### src/rtl/fanin_pkg.sv
// Shared types and defaults for the fan-in join block.
// Optional data check: FANIN_DATA_CHECK_EN.
package fanin_pkg;

    localparam int DEFAULT_NUM_IN = 4;
    localparam int DEFAULT_DATA_W = 17;

    typedef enum logic [1:0] {
        BUF_EMPTY = 2'd0,
        BUF_ONE   = 2'd1,
        BUF_FULL  = 2'd2
    } buf_state_t;

    typedef logic [DEFAULT_DATA_W-1:0] token_t;

endpackage

### src/rtl/fanin_join_if.sv
// Handshake bundle: NUM_IN input streams plus one output stream.
// master = producer/consumer side, slave = the join.
interface fanin_join_if
    import fanin_pkg::*;
#(
    parameter int NUM_IN = DEFAULT_NUM_IN,
    parameter int DATA_W = DEFAULT_DATA_W
);
    logic [NUM_IN-1:0]             in_valid;
    logic [NUM_IN-1:0][DATA_W-1:0] in_data;
    logic [NUM_IN-1:0]             in_ready;
    logic                          out_valid;
    logic [DATA_W-1:0]             out_data;
    logic                          out_ready;

    modport master (
        output in_valid, in_data, out_ready,
        input  in_ready, out_valid, out_data
    );

    modport slave (
        input  in_valid, in_data, out_ready,
        output in_ready, out_valid, out_data
    );
endinterface

### src/rtl/fanin_skid_fifo.sv
// Two-entry registered output buffer; head entry drives data_out.
// Push while full is never issued by the join.
module fanin_skid_fifo
    import fanin_pkg::*;
#(
    parameter int DATA_W = DEFAULT_DATA_W
) (
    input  logic              clk,
    input  logic              rst,
    input  logic              push,
    input  logic [DATA_W-1:0] data_in,
    output logic              full,
    input  logic              pop,
    output logic              valid,
    output logic [DATA_W-1:0] data_out
);
    localparam logic [1:0] S_EMPTY = BUF_EMPTY;
    localparam logic [1:0] S_ONE   = BUF_ONE;
    localparam logic [1:0] S_FULL  = BUF_FULL;

    logic [1:0]        state_q, state_d;
    logic [DATA_W-1:0] head_q, head_d;
    logic [DATA_W-1:0] tail_q, tail_d;

    // Occupancy transitions; head always holds the oldest token.
    always_comb begin
        state_d = state_q;
        head_d  = head_q;
        tail_d  = tail_q;
        case (state_q)
            S_EMPTY: begin
                if (push) begin
                    head_d  = data_in;
                    state_d = S_ONE;
                end
            end
            S_ONE: begin
                if (push && pop) begin
                    head_d = data_in;
                end else if (push) begin
                    tail_d  = data_in;
                    state_d = S_FULL;
                end else if (pop) begin
                    state_d = S_EMPTY;
                end
            end
            S_FULL: begin
                if (pop) begin
                    head_d  = tail_q;
                    state_d = S_ONE;
                end
            end
            default: state_d = S_EMPTY;
        endcase
    end

    // State and storage registers; reset discards buffered tokens.
    always_ff @(posedge clk) begin
        if (rst) begin
            state_q <= S_EMPTY;
            head_q  <= '0;
            tail_q  <= '0;
        end else begin
            state_q <= state_d;
            head_q  <= head_d;
            tail_q  <= tail_d;
        end
    end

    assign full     = (state_q == S_FULL);
    assign valid    = (state_q != S_EMPTY);
    assign data_out = head_q;

endmodule

### src/rtl/fanin_join.sv
// Fan-in join: fires when all participating inputs are valid.
// Optional control-bit mismatch flag: FANIN_DATA_CHECK_EN.
module fanin_join
    import fanin_pkg::*;
#(
    parameter int NUM_IN = DEFAULT_NUM_IN,
    parameter int DATA_W = DEFAULT_DATA_W
) (
    input  logic                      clk,
    input  logic                      rst,
    input  logic [NUM_IN-1:0]         cfg_en,
    input  logic [NUM_IN-1:0]         cfg_sel,
    input  logic [$clog2(NUM_IN)-1:0] cfg_primary,
    fanin_join_if.slave               bus,
    output logic                      err_mismatch
);
    logic [NUM_IN-1:0] part;
    logic              any_part;
    logic              all_valid;
    logic              full;
    logic              join_w;

    assign part      = cfg_en & cfg_sel;
    assign any_part  = |part;
    assign all_valid = &(~part | bus.in_valid);

    // Depends only on registered occupancy, never on out_ready.
    assign join_w = ~rst & any_part & all_valid & ~full;

    assign bus.in_ready = part & {NUM_IN{join_w}};

    fanin_skid_fifo #(.DATA_W(DATA_W)) u_buf (
        .clk      (clk),
        .rst      (rst),
        .push     (join_w),
        .data_in  (bus.in_data[cfg_primary]),
        .full     (full),
        .pop      (bus.out_valid & bus.out_ready),
        .valid    (bus.out_valid),
        .data_out (bus.out_data)
    );

`ifdef FANIN_DATA_CHECK_EN
    logic [NUM_IN-1:0] ctrl;
    logic              ctrl_p;
    logic              err_q, err_d;

    // Gather each port's control bit.
    always_comb begin
        ctrl = '0;
        for (int i = 0; i < NUM_IN; i++) begin
            ctrl[i] = bus.in_data[i][DATA_W-1];
        end
    end

    assign ctrl_p = bus.in_data[cfg_primary][DATA_W-1];
    assign err_d  = err_q |
        (join_w & |(part & (ctrl ^ {NUM_IN{ctrl_p}})));

    // Sticky mismatch flag, cleared only by reset.
    always_ff @(posedge clk) begin
        if (rst) err_q <= 1'b0;
        else     err_q <= err_d;
    end

    assign err_mismatch = err_q;
`else
    assign err_mismatch = 1'b0;
`endif

endmodule

### src/flat_wrapper.sv
// flat-port wrapper written by rule: the top's interface ports become plain ports
module fanin_join_flat import fanin_pkg::*;
#(
    parameter int NUM_IN = DEFAULT_NUM_IN,
    parameter int DATA_W = DEFAULT_DATA_W
)
  (clk, rst, cfg_en, cfg_sel, cfg_primary, err_mismatch, bus_in_valid, bus_in_data, bus_out_ready, bus_in_ready, bus_out_valid, bus_out_data);
  fanin_join_if #(.NUM_IN(NUM_IN), .DATA_W(DATA_W)) bus_i ();
  input  logic clk;
  input  logic rst;
  input  logic [NUM_IN-1:0] cfg_en;
  input  logic [NUM_IN-1:0] cfg_sel;
  input  logic [$clog2(NUM_IN)-1:0] cfg_primary;
  output logic err_mismatch;
  input wire logic [$bits(bus_i.in_valid)-1:0] bus_in_valid;
  input wire logic [$bits(bus_i.in_data)-1:0] bus_in_data;
  input wire logic [$bits(bus_i.out_ready)-1:0] bus_out_ready;
  output wire logic [$bits(bus_i.in_ready)-1:0] bus_in_ready;
  output wire logic [$bits(bus_i.out_valid)-1:0] bus_out_valid;
  output wire logic [$bits(bus_i.out_data)-1:0] bus_out_data;
  assign bus_i.in_valid = bus_in_valid;
  assign bus_i.in_data = bus_in_data;
  assign bus_i.out_ready = bus_out_ready;
  assign bus_in_ready = bus_i.in_ready;
  assign bus_out_valid = bus_i.out_valid;
  assign bus_out_data = bus_i.out_data;
  fanin_join #(.NUM_IN(NUM_IN), .DATA_W(DATA_W)) u_core (.clk(clk), .rst(rst), .cfg_en(cfg_en), .cfg_sel(cfg_sel), .cfg_primary(cfg_primary), .bus(bus_i), .err_mismatch(err_mismatch));
endmodule
### config.mk
export PLATFORM = sky130hd
export DESIGN_NAME = fanin_join_flat
export DESIGN_NICKNAME = d
export VERILOG_FILES = /design/src/rtl/fanin_pkg.sv /design/src/rtl/fanin_join_if.sv /design/src/rtl/fanin_skid_fifo.sv /design/src/rtl/fanin_join.sv /design/src/flat_wrapper.sv
export SDC_FILE = /design/constraint.sdc
export NUM_CORES = 1
export LEC_CHECK = 0
export BUFFER_PORTS_ARGS = -buffer_cell sky130_fd_sc_hd__buf_2
export CORE_MARGIN = 8
export CORE_UTILIZATION = 35
export DETAILED_ROUTE_END_ITERATION = 10
export PLACE_DENSITY = 0.64
export SKIP_CTS_REPAIR_TIMING = 1
export SYNTH_ARGS = -nofsm -noshare
export SYNTH_HDL_FRONTEND = slang
export SYNTH_SLANG_ARGS = --single-unit
### constraint.sdc
create_clock -name clk -period 4.7 [get_ports clk]
set_clock_uncertainty 0.2 [all_clocks]
set_input_delay 0.47 -clock clk [delete_from_list [all_inputs] [get_ports clk]]
set_output_delay 0.47 -clock clk [all_outputs]
set_load 0.01 [all_outputs]
-- After elaboration in Yosys (flattened, before gate mapping)
Index checks and enable logic that the tools add are counted.
- output and inout bits: 23
- logic and storage cells: 43
- register bits after elaboration: 36
- bitwise gates (word level): 11
- reductions and logical operators: 9
- equality and inequality tests: 7
- $lt $le $gt $ge: 1
- multiplexer cells: 12
- operator list (cell ; number):
    $mux 17 ; 4
    $pmux 17 s3 ; 1
    $bmux 17 s2 ; 1
    $reduce_and 4->1 ; 3
    $mux 2 ; 5
    $and 4x4->4 ; 2
    $ne 2x2->1 const B ; 3
    $pmux 2 s3 ; 1
    $and 1x1->1 ; 4
    $not 4->4 ; 1
    $or 4x4->4 ; 1
    $reduce_or 4->1 ; 1
    $lt 2x3->1 const B ; 1
    $ne 3x2->1 const B ; 1
    $not 1->1 ; 3
    $reduce_and 3->1 ; 1
    $reduce_bool 3->1 ; 1
    $eq 2x1->1 const B ; 1
    $eq 2x2->1 const B ; 1
    $logic_not 2->1 ; 1
    $ne 2x1->1 const B ; 1
    $reduce_bool 2->1 ; 1
    $logic_and 1x1->1 ; 1

-- Logic depth before layout (Yosys ltp)
Gate-level depths: netlist of the first run.
- depth after elaboration: 9
- depth in mapped cells: 8
- gate-level depth less buffers: 5

-- Cells and area by module
A second synthesis of the first run with hierarchy kept.
- cell total of the unflattened synthesis: 211
- area, all modules: 2200.9 sq um
- modules (own cells, without submodules) (module ; area each (sq um) ; cells an instance ; sequential area each (sq um) ; instances):
    fanin_skid_fifo ; 1632.8 ; 170 ; 720.7 ; 1
    fanin_join ; 568.0 ; 41 ; 0.0 ; 1

-- Worst setup path before layout of the first run
No wires, ideal clock.
- kind: reg2out
- start: register u_core.u_buf.state_q[0]
- end: output bus_in_ready[0]
- cell stages (with the launch flop): 6
- path slack: 2.679 ns
- path buffers: 2
- required time: 4.030 ns
- arrival: 1.351 ns
- cells stage by stage: dfxtp_1 > nand2b_1 > clkbuf_1 > clkbuf_1 > nand4_1 > nor2_1
- cells in the longest elaborated chain, start to end: 4
- RTL lines (what ; RTL line ; source):
    start, declared ; fanin_skid_fifo.sv:21 ; logic [1:0] state_q, state_d;
    start signal, assigned ; fanin_skid_fifo.sv:64 ; state_q <= state_d;
    $eq 2x2->1 ; fanin_skid_fifo.sv:70 ; assign full = (state_q == S_FULL);
    $not 1->1 ; fanin_join.sv:28 ; assign join_w = ~rst & any_part & all_valid & ~full;
    $and 1x1->1 ; fanin_join.sv:28 ;
    $and 4x4->4 ; fanin_join.sv:30 ; assign bus.in_ready = part & {NUM_IN{join_w}};
    end, declared ; flat_wrapper.sv:18 ; output wire logic [$bits(bus_i.in_ready)-1:0] bus_in_ready;
Every way passes these cells.

-- Final worst setup path of the first run
- start: register u_core.u_buf.state_q[0]
- end: output bus_in_ready[2]
The elaborated chain is that of the path after synthesis.

==> metrics.log, run 1 <==
[metrics] vias in the first global route: 1,970
[metrics] clock transition at the registers of the reported paths: 80 ps
[metrics] Hold Violations, Final: 0
[metrics] initial cell density of the core: 35.49%
[metrics] top-level port count: 108
[metrics] period utilisation layout: 54.56%
[metrics] number of antenna diodes: 0
[metrics] Port Buffer Count: 106
[metrics] Final HPWL DP: 4502 um
[metrics] number of placed instances with taps included: 391
[metrics] global-route usage over all layers: 12.88%
[metrics] maximum clock frequency: 0.3900 GHz
[metrics] cell type with the highest aggregate area in the netlist: sky130_fd_sc_hd__dfxtp_1
[metrics] clock tree root buffer cell: sky130_fd_sc_hd__clkbuf_8
[metrics] average vias per placed instance: 4.842
[metrics] Clk Latency, worst-skew pair: 290 ps
[metrics] count of state elements after synthesis: 36
[metrics] top post-synthesis cells by area: sky130_fd_sc_hd__dfxtp_1, sky130_fd_sc_hd__mux4_2, sky130_fd_sc_hd__mux2i_1
[metrics] leakage: 0.001463 uW
[metrics] non-filler cells in the finished layout: 399
[metrics] TritonCTS clock tree: done
[metrics] number of instances in the synthesized netlist: 223
[metrics] register area: 720.7 sq um
[metrics] number of maximum-capacitance constraint violations: 0
[metrics] number of filler cells placed in the layout: 622
[metrics] Avg WL per Cell: 14.56 um
[metrics] CTS H-tree depth: 2
[metrics] summed instance area of the synthesized netlist: 2202 sq um
[metrics] Worst Setup End Kind: output port
[metrics] final slew viol count: 0
[metrics] Die Span X: 95.32 um
[metrics] final antenna-violating net count: 0
[metrics] transition time at the pin with the least slew margin: 736.9 ps
[metrics] part of the Yosys area used for sequential elements: 32.73%
[metrics] ratio of cells with drive above 1 in the final layout: 49.07%
[metrics] violation count after the first detailed-routing iteration: 88
[metrics] Hold WS: 210.1 ps
[metrics] Routed Wire Length: 5810 um
[metrics] Max rail drop VDD: 0.1359 mV
[metrics] TritonCTS buffer count: 5
[metrics] die boundary height: 95.32 um
[metrics] placed standard-cell area: 2744 sq um
[metrics] Synth-to-Final Area Change: 31.82%
[metrics] biggest fanout along the worst timing path: 18
[metrics] CTS Buffer Depth: 2
[metrics] footprint of the multi-input gates: 1370 sq um
[metrics] routability congestion estimate: 0.7404
[metrics] Cell Rows: 29
[metrics] number of nets in the layout: 406
[metrics] power per cell area: 308.1 nW/um^2
[metrics] setup repair after global routing missed its margin: false
[metrics] clock sinks: 36
[metrics] Tot Pwr: 894.2 uW
[metrics] post-synth top area share: 32.73%
[metrics] endpoints failing setup: 0
[metrics] 1st-pass router iterations: 4
[metrics] number of remaining DRC errors: 0
[metrics] status: finished clean
[metrics] Unique masters post-synth: 29
[metrics] Sum Neg Setup Slack: 0 ps
[metrics] Mapped Avg Cell Area: 9.875 sq um
[metrics] vias after detailed routing: 1,932
[metrics] Core Footprint: 6205 sq um
[metrics] number of warning messages in the yosys log: 0
[metrics] final design area excluding fillers: 2903 sq um
[metrics] Worst Path Class, Setup: flop to output port
[metrics] type of element launching the critical path: flop
[metrics] type of the tightest min-delay check: input pin to flop
[metrics] tightest slew margin relative to the limit: 50.88%
[metrics] area enclosed by the die boundary: 9086 sq um
[metrics] first-pass GRT wire length: 9397 um
[metrics] Syn Nets: 308
[metrics] final global-route overflow total: 0
[metrics] final worst path period need: 2564 ps
[metrics] pin count of the biggest net entering global routing: 56
[metrics] required time of the worst setup path: 4030 ps
[metrics] Worst Path Arrival: 1890 ps
[metrics] initial antenna violation count: 0
## layout by cell type, fill, tap and decap left out, types with 2 or more instances in the layout
cell / synthesis / final
sky130_fd_sc_hd__nand4_1: 4 / 4
sky130_fd_sc_hd__buf_4: 3 / 3
sky130_fd_sc_hd__nor2b_1: 19 / 19
sky130_fd_sc_hd__nand2_1: 37 / 37
sky130_fd_sc_hd__mux2_4: 10 / 10
sky130_fd_sc_hd__dfxtp_1: 36 / 36
sky130_fd_sc_hd__nand3b_1: 2 / 2
sky130_fd_sc_hd__clkbuf_8: 0 / 5
sky130_fd_sc_hd__or2_2: 3 / 3
sky130_fd_sc_hd__buf_2: 4 / 106
sky130_fd_sc_hd__mux2_2: 7 / 7
sky130_fd_sc_hd__a21oi_1: 17 / 17
sky130_fd_sc_hd__bufinv_16: 0 / 3
sky130_fd_sc_hd__nor2_1: 23 / 23
sky130_fd_sc_hd__mux4_2: 17 / 17
sky130_fd_sc_hd__mux2i_1: 18 / 18
## logic make-up (layout without fill, tap and decap cells)
group | count (synthesis) | after routing | synth area share, %
other cells | 1 | 1 | 0.1703
mux | 52 | 52 | 35.97
compound gates | 21 | 21 | 5.853
buf+inv | 19 | 118 | 5.057
flops | 36 | 36 | 32.73
simple gates | 94 | 94 | 20.23
## critical path: stages, from the launching register on
cell and delay, ps:
sky130_fd_sc_hd__dfxtp_1 380, sky130_fd_sc_hd__nand2b_1 610, sky130_fd_sc_hd__nand4_1 300, sky130_fd_sc_hd__nor2_1 170, sky130_fd_sc_hd__buf_2 150
## layout make-up
type	instances	share of cell area [%]
clock buffer	5	2.371
clock inverter	3	3.103
inverter	1	0.1293
multi-input combinational	168	47.20
sequential	36	24.83
tap	77	3.319
timing repair buffer	109	19.05
## cells in the mapped netlist
master and instances:
sky130_fd_sc_hd__nand2_2 1, sky130_fd_sc_hd__or2_2 3, sky130_fd_sc_hd__nand4_1 4, sky130_fd_sc_hd__nor2_1 23
sky130_fd_sc_hd__dfxtp_1 36, sky130_fd_sc_hd__buf_2 4, sky130_fd_sc_hd__clkbuf_1 7, sky130_fd_sc_hd__nand3b_1 2
sky130_fd_sc_hd__nor2b_1 19, sky130_fd_sc_hd__buf_6 3, sky130_fd_sc_hd__a41oi_1 1, sky130_fd_sc_hd__nand3_1 1
sky130_fd_sc_hd__and3b_1 1, sky130_fd_sc_hd__a32oi_2 1, sky130_fd_sc_hd__nand2_4 1, sky130_fd_sc_hd__o2111a_2 1
sky130_fd_sc_hd__clkbuf_2 1, sky130_fd_sc_hd__mux2_2 7, sky130_fd_sc_hd__conb_1 1, sky130_fd_sc_hd__nand2_1 37
sky130_fd_sc_hd__buf_4 3, sky130_fd_sc_hd__o22ai_1 1, sky130_fd_sc_hd__inv_1 1, sky130_fd_sc_hd__nand2b_1 1
sky130_fd_sc_hd__nor3_1 1, sky130_fd_sc_hd__mux2_4 10, sky130_fd_sc_hd__a21oi_1 17, sky130_fd_sc_hd__mux2i_1 18
sky130_fd_sc_hd__mux4_2 17
## worst paths after layout
path	startpoint	to	slack [ps]	depth (start not counted)
worst max-delay path	u_core.u_buf.state_q[0]$_SDFFE_PP0P_	bus_in_ready[2]	2140	4
worst min-delay path	bus_out_ready	u_core.u_buf.state_q[1]$_SDFFE_PP0P_	210	2
worst max register to register	u_core.u_buf.state_q[0]$_SDFFE_PP0P_	u_core.u_buf.data_out[13]$_SDFFE_PP0P_	2780	5
worst min register to register	u_core.u_buf.tail_q[9]$_SDFFE_PP0P_	u_core.u_buf.tail_q[9]$_SDFFE_PP0P_	300	2
## through the flow
step                      setup slack (ps)  util (%)
after global routing                  1943     46.78
after detailed placement              2269     44.22
after global placement                2298     44.22
after floorplan                       2679         -
final                                 2136     46.78
after CTS                             2102     46.78
## power by group
part           internal (uW)  switching (uW)
registers                322            9.59
logic                    102            80.4
clock network            265             115
total                    689             205
## state kept, by name, indices dropped and copies added (netlist names)
name,count
u_core.u_buf.state_q,2
u_core.u_buf.data_out,17
u_core.u_buf.tail_q,17
## metal layers
metal	part of all wire, %	track usage (%)	up-vias
met3	7.7	3.543	6
met4	1.4	4.681	0
met1	44	16.53	875
li1	-	-	975
met2	46	20.20	76
met5	0	0	-
Power figures use the tool's default switching activity.
==> inputs of run 2 (changes only) <==
Clock period 4.7 ns to 2.5 ns, I/O delays scaled along.
==> run 2 against run 1 <==
Effect of this change: power increased by 56%; largest cell class unchanged; critical endpoint is now u_core.u_buf.data_out[12]$_SDFFE_PP0P_; core utilization down 0.95 points; sequential share of layout area is 0.51 points higher.
==> metrics.log, run 2 (same netlist as run 1, synthesis figures left out) <==
[metrics] final global-route overflow total: 0
[metrics] reg2reg path depth: 5
[metrics] slack of the worst reg-to-reg path: 560 ps
[metrics] final antenna-violating net count: 0
[metrics] Avg WL per Cell: 15.56 um
[metrics] power share of the clock group: 30.6%
[metrics] clock transition at the registers of the reported paths: 70 ps
[metrics] die boundary height: 95.32 um
[metrics] met2 global-route usage: 23.30%
[metrics] initial antenna violation count: 0
[metrics] worst flop-to-flop path startpoint: u_core.u_buf.state_q[0]$_SDFFE_PP0P_
[metrics] number of remaining DRC errors: 0
[metrics] Endpoint, Worst Hold: u_core.u_buf.state_q[1]$_SDFFE_PP0P_
[metrics] maximum clock frequency: 0.5162 GHz
[metrics] Synth-to-Final Area Change: 29.15%
[metrics] TritonCTS clock tree: done
[metrics] Worst Path Class, Setup: flop to flop
[metrics] period utilisation layout: 77.49%
[metrics] Cell Rows: 29
[metrics] average vias per placed instance: 4.938
[metrics] sw power: 381.9 uW
[metrics] instance count along the most critical hold path: 2
[metrics] transition time at the pin with the least slew margin: 535.0 ps
[metrics] internal power: 1017 uW
[metrics] leakage: 0.001440 uW
[metrics] Die Span X: 95.32 um
[metrics] number of filler cells placed in the layout: 614
[metrics] final worst path period need: 1937 ps
[metrics] Max rail drop VDD: 0.2169 mV
[metrics] first-pass GRT wire length: 10,160 um
[metrics] family of cells with the greatest summed delay on the critical path: simple AND/OR/NAND/NOR gates
[metrics] clock tree root buffer cell: sky130_fd_sc_hd__clkbuf_8
[metrics] pin count of the biggest net entering global routing: 55
[metrics] clock sinks: 36
[metrics] most congested layer reported by global routing: met2
[metrics] setup repair after global routing missed its margin: false
[metrics] number of nets in the layout: 407
[metrics] Final HPWL DP: 4728 um
[metrics] Hold Violations, Final: 0
[metrics] type of element launching the critical path: flop
[metrics] Port Buffer Count: 106
[metrics] power per cell area: 491.8 nW/um^2
[metrics] net switching share of the total power: 27.30%
[metrics] Worst Path Arrival: 1910 ps
[metrics] biggest fanout along the worst timing path: 17
[metrics] global-route usage over all layers: 14.07%
[metrics] 1st-pass router iterations: 4
[metrics] tightest slew margin relative to the limit: 64.33%
[metrics] Bufs and invs on worst path: 0
[metrics] met3 usage: 3.307%
[metrics] number of maximum-capacitance constraint violations: 0
[metrics] start point of the worst min-delay path: bus_out_ready
[metrics] Sum Neg Setup Slack: 0 ps
[metrics] slowest library cell on the worst path: sky130_fd_sc_hd__mux2_2
[metrics] ordered list of cells on the worst path: or2_2 -> nor2_1 -> a32oi_2 -> nand2_4 -> mux2_2
[metrics] Core Footprint: 6205 sq um
[metrics] combinational fraction of design power: 24.7%
[metrics] status: finished clean
[metrics] CTS H-tree depth: 2
[metrics] Seq pwr share: 44.7%
[metrics] top-level port count: 108
[metrics] violation count after the first detailed-routing iteration: 123
[metrics] TritonCTS buffer count: 5
[metrics] Tot Pwr: 1399 uW
[metrics] CTS Buffer Depth: 2
[metrics] ratio of cells with drive above 1 in the final layout: 49.23%
[metrics] Worst Setup End Kind: flop
[metrics] commonest cells after routing, fill and taps aside: sky130_fd_sc_hd__buf_2, sky130_fd_sc_hd__nand2_1, sky130_fd_sc_hd__dfxtp_1
[metrics] area enclosed by the die boundary: 9086 sq um
[metrics] initial cell density of the core: 35.49%
[metrics] type of the tightest min-delay check: input pin to flop
[metrics] vias after detailed routing: 1,975
[metrics] Clk Latency, worst-skew pair: 280 ps
[metrics] GR Util met1: 17.40%
[metrics] terminus of the critical flop-to-flop path: u_core.u_buf.data_out[12]$_SDFFE_PP0P_
[metrics] endpoints failing setup: 0
[metrics] routability congestion estimate: 0.7414
[metrics] vias in the first global route: 2,154
[metrics] most common cell after layout, fill and taps aside: sky130_fd_sc_hd__buf_2
[metrics] largest stage delay on the critical path: 380 ps
[metrics] final slew viol count: 0
[metrics] required time of the worst setup path: 2480 ps
[metrics] Routed Wire Length: 6224 um
[metrics] number of antenna diodes: 0
-- run 2: changes by cell type in the layout (fill, tap and decap cells not counted) --
cell,previous run,this run
sky130_fd_sc_hd__bufinv_16,3,0
sky130_fd_sc_hd__clkinv_2,0,2
sky130_fd_sc_hd__buf_4,3,4
sky130_fd_sc_hd__clkbuf_8,5,6
-- run 2: how the worst max path moves through the flow --
stage | slack, ps | start | depth (start not counted) | end
after floorplan | 660 | u_core.u_buf.state_q[0]$_SDFFE_PP0P_ | 6 | u_core.u_buf.data_out[0]$_SDFFE_PP0P_
after detailed placement | 410 | cfg_primary[0] | 5 | u_core.u_buf.data_out[5]$_SDFFE_PP0P_
after CTS | 550 | u_core.u_buf.state_q[0]$_SDFFE_PP0P_ | 5 | u_core.u_buf.data_out[12]$_SDFFE_PP0P_
final | 560 | u_core.u_buf.state_q[0]$_SDFFE_PP0P_ | 5 | u_core.u_buf.data_out[12]$_SDFFE_PP0P_
after global routing | 460 | u_core.u_buf.state_q[0]$_SDFFE_PP0P_ | 5 | u_core.u_buf.data_out[10]$_SDFFE_PP0P_
after global placement | 410 | cfg_primary[0] | 5 | u_core.u_buf.data_out[5]$_SDFFE_PP0P_
-- run 2: area by class of cell --
| cell class | instances | area [sq um] | share of cell area [%] |
|---|---|---|---|
| inverter | 1 | 3.754 | 0.1320 |
| clock buffer | 6 | 82.58 | 2.904 |
| multi-input combinational | 168 | 1370 | 48.17 |
| clock inverter | 2 | 10.01 | 0.3520 |
| timing repair buffer | 110 | 560.5 | 19.71 |
| sequential | 36 | 720.7 | 25.34 |
| tap | 77 | 96.34 | 3.388 |
-- run 2: power by group through the flow --
stage	Combinational (uW)	Sequential, uW	Clock, uW
final	345	625	428
after global routing	381	629	477
after CTS	350	625	447
after detailed placement	349	638	0
after global placement	345	638	0
after floorplan	217	645	0
-- run 2: worst register-to-register path, delay by kind of cell, from the launching register on --
family          cells  cell delay (ps)
simple gates        3              750
mux                 1              380
flops               1              340
compound gates      1              150
-- run 2: per-layer routing --
layer	share of wire, %	up-vias
met5	0	-
met1	45	927
met2	47	68
met4	1.1	0
li1	-	976
met3	7.1	4
-- run 2: metrics by stage --
step	hold slack [ps]	util (%)	cell area, sq um	instances	worst slack (ps)
after global placement	275.0	44.34	2751	392	413.2
after CTS	0.9341	45.84	2844	400	554.7
after detailed placement	285.6	44.34	2751	392	410.3
after global routing	4.548	45.84	2844	400	464.0
after floorplan	126.8	-	2202	223	660.7
final	12.57	45.84	2844	400	562.6
==> inputs of run 3 (changes only) <==
Clock period 2.5 ns to 1.97 ns, I/O delays scaled along.
==> run 3 against run 2 <==
Effect of this change: final area up 1.2%; via count down 0.86%; wire length down 6.2%; first-iteration DRC count down 33%; clock power up 14%; flip-flop and latch count unchanged; register-to-register slack worse by 470 ps; worst hold slack better by 170 ps; largest power group unchanged.
==> metrics.log, run 3 (same netlist as run 1, synthesis figures left out) <==
[metrics] maximum clock frequency: 0.5335 GHz
[metrics] GR Util met1: 16.55%
[metrics] most congested layer reported by global routing: met2
[metrics] Cell Rows: 29
[metrics] number of placed instances with taps included: 394
[metrics] Max rail drop VDD: 0.2564 mV
[metrics] status: finished clean
[metrics] clock transition at the registers of the reported paths: 70 ps
[metrics] CTS H-tree depth: 2
[metrics] Routed Wire Length: 5836 um
[metrics] initial cell density of the core: 35.49%
[metrics] TritonCTS clock tree: done
[metrics] required time of the worst setup path: 1950 ps
[metrics] Sum Neg Setup Slack: 0 ps
[metrics] commonest cells after routing, fill and taps aside: sky130_fd_sc_hd__buf_2, sky130_fd_sc_hd__nand2_1, sky130_fd_sc_hd__dfxtp_1
[metrics] vias after detailed routing: 1,958
[metrics] Core Footprint: 6205 sq um
[metrics] CTS Buffer Depth: 2
[metrics] largest stage delay on the critical path: 370 ps
[metrics] clock tree root buffer cell: sky130_fd_sc_hd__clkbuf_8
[metrics] pin count of the biggest net entering global routing: 55
[metrics] TritonCTS buffer count: 5
[metrics] violation count after the first detailed-routing iteration: 83
[metrics] 1st-pass router iterations: 4
[metrics] register area: 720.7 sq um
[metrics] number of remaining DRC errors: 0
[metrics] Hold Violations, Final: 0
[metrics] footprint of the multi-input gates: 1370 sq um
[metrics] Final HPWL DP: 4551 um
[metrics] number of filler cells placed in the layout: 568
[metrics] met2 global-route usage: 20.08%
[metrics] final design area excluding fillers: 2879 sq um
[metrics] type of the tightest min-delay check: input pin to flop
[metrics] endpoints failing setup: 0
[metrics] initial antenna violation count: 0
[metrics] ratio of cells with drive above 1 in the final layout: 48.92%
[metrics] average vias per placed instance: 4.871
[metrics] biggest fanout along the worst timing path: 17
[metrics] first-pass GRT wire length: 9287 um
[metrics] Die Span X: 95.32 um
[metrics] transition time at the pin with the least slew margin: 532.6 ps
[metrics] Synth-to-Final Area Change: 30.74%
[metrics] met3 usage: 3.465%
[metrics] power per cell area: 598.7 nW/um^2
[metrics] die boundary height: 95.32 um
[metrics] final slew viol count: 0
[metrics] ordered list of cells on the worst path: or2_2 -> nor2_1 -> a32oi_2 -> nand2_4 -> mux2_2
[metrics] placed standard-cell area: 2791 sq um
[metrics] clock sinks: 36
[metrics] vias in the first global route: 1,993
[metrics] Clk Latency, worst-skew pair: 280 ps
[metrics] Worst Path Class, Setup: flop to flop
[metrics] tightest slew margin relative to the limit: 64.50%
[metrics] global-route usage over all layers: 12.92%
[metrics] routability congestion estimate: 0.7827
[metrics] worst slack, placed: 86.53 ps
[metrics] number of maximum-capacitance constraint violations: 0
[metrics] Setup WS post-layout: 95.55 ps
[metrics] type of element launching the critical path: flop
[metrics] Avg WL per Cell: 14.52 um
[metrics] most common cell after layout, fill and taps aside: sky130_fd_sc_hd__buf_2
[metrics] number of antenna diodes: 0
[metrics] period utilisation layout: 95.15%
[metrics] final global-route overflow total: 0
[metrics] Worst Path Arrival: 1850 ps
[metrics] area enclosed by the die boundary: 9086 sq um
[metrics] final worst path period need: 1874 ps
[metrics] slowest library cell on the worst path: sky130_fd_sc_hd__mux2_2
[metrics] final antenna-violating net count: 0
[metrics] non-filler cells in the finished layout: 402
[metrics] Worst Setup End Kind: flop
[metrics] Hold WS: 177.9 ps
[metrics] top-level port count: 108
[metrics] Port Buffer Count: 106
[metrics] setup repair after global routing missed its margin: false
[metrics] Bufs and invs on worst path: 0
[metrics] number of nets in the layout: 410
[metrics] family of cells with the greatest summed delay on the critical path: simple AND/OR/NAND/NOR gates
[metrics] leakage: 0.001455 uW
run 3: changes by cell type in the layout (fill, tap and decap cells not counted):
cell | before | now
sky130_fd_sc_hd__clkbuf_8 | 6 | 5
sky130_fd_sc_hd__clkinv_2 | 2 | 1
sky130_fd_sc_hd__buf_12 | 0 | 2
sky130_fd_sc_hd__clkbuf_1 | 0 | 1
sky130_fd_sc_hd__dlygate4sd3_1 | 0 | 1
run 3: stage by stage:
stage | util, % | total power [uW]
detailed placement | 44.99 | 1255
floorplan | - | 1094
finish | 46.40 | 1724
CTS | 46.24 | 1747
global placement | 44.99 | 1250
global route | 46.40 | 1818
run 3: layer usage:
metal,up-vias,share of wire [%],wire (um)
met5,-,0,0
met3,5,6.8,397
met4,0,1.4,81
met2,75,46,2658
li1,980,-,-
met1,898,46,2698
run 3: worst reg2reg max path, cell delays in order (launching register included):
cell	delay [ps]
sky130_fd_sc_hd__dfxtp_1	330
sky130_fd_sc_hd__or2_2	310
sky130_fd_sc_hd__nor2_1	140
sky130_fd_sc_hd__a32oi_2	150
sky130_fd_sc_hd__nand2_4	270
sky130_fd_sc_hd__mux2_2	380
run 3: cell type report:
class | instances | share of cell area, %
clock buffer | 6 | 2.521
clock inverter | 1 | 0.1738
inverter | 1 | 0.1304
multi-input combinational | 168 | 47.59
sequential | 36 | 25.03
tap | 77 | 3.346
timing repair buffer | 113 | 21.21
run 3: worst paths after layout:
path / slack [ps] / cells past startpoint / startpoint / endpoint
hold reg to reg: 300 / 2 / u_core.u_buf.tail_q[5]$_SDFFE_PP0P_ / u_core.u_buf.tail_q[5]$_SDFFE_PP0P_
setup / recovery: 100 / 5 / u_core.u_buf.state_q[0]$_SDFFE_PP0P_ / u_core.u_buf.data_out[14]$_SDFFE_PP0P_
setup reg to reg: 100 / 5 / u_core.u_buf.state_q[0]$_SDFFE_PP0P_ / u_core.u_buf.data_out[14]$_SDFFE_PP0P_
hold / removal: 180 / 4 / bus_in_data[6] / u_core.u_buf.tail_q[6]$_SDFFE_PP0P_
run 3: power by group:
| group | switching, uW | internal, uW |
|---|---|---|
| clock network | 247 | 240 |
| logic | 196 | 251 |
| registers | 19.9 | 769 |
| total | 463 | 1260 |
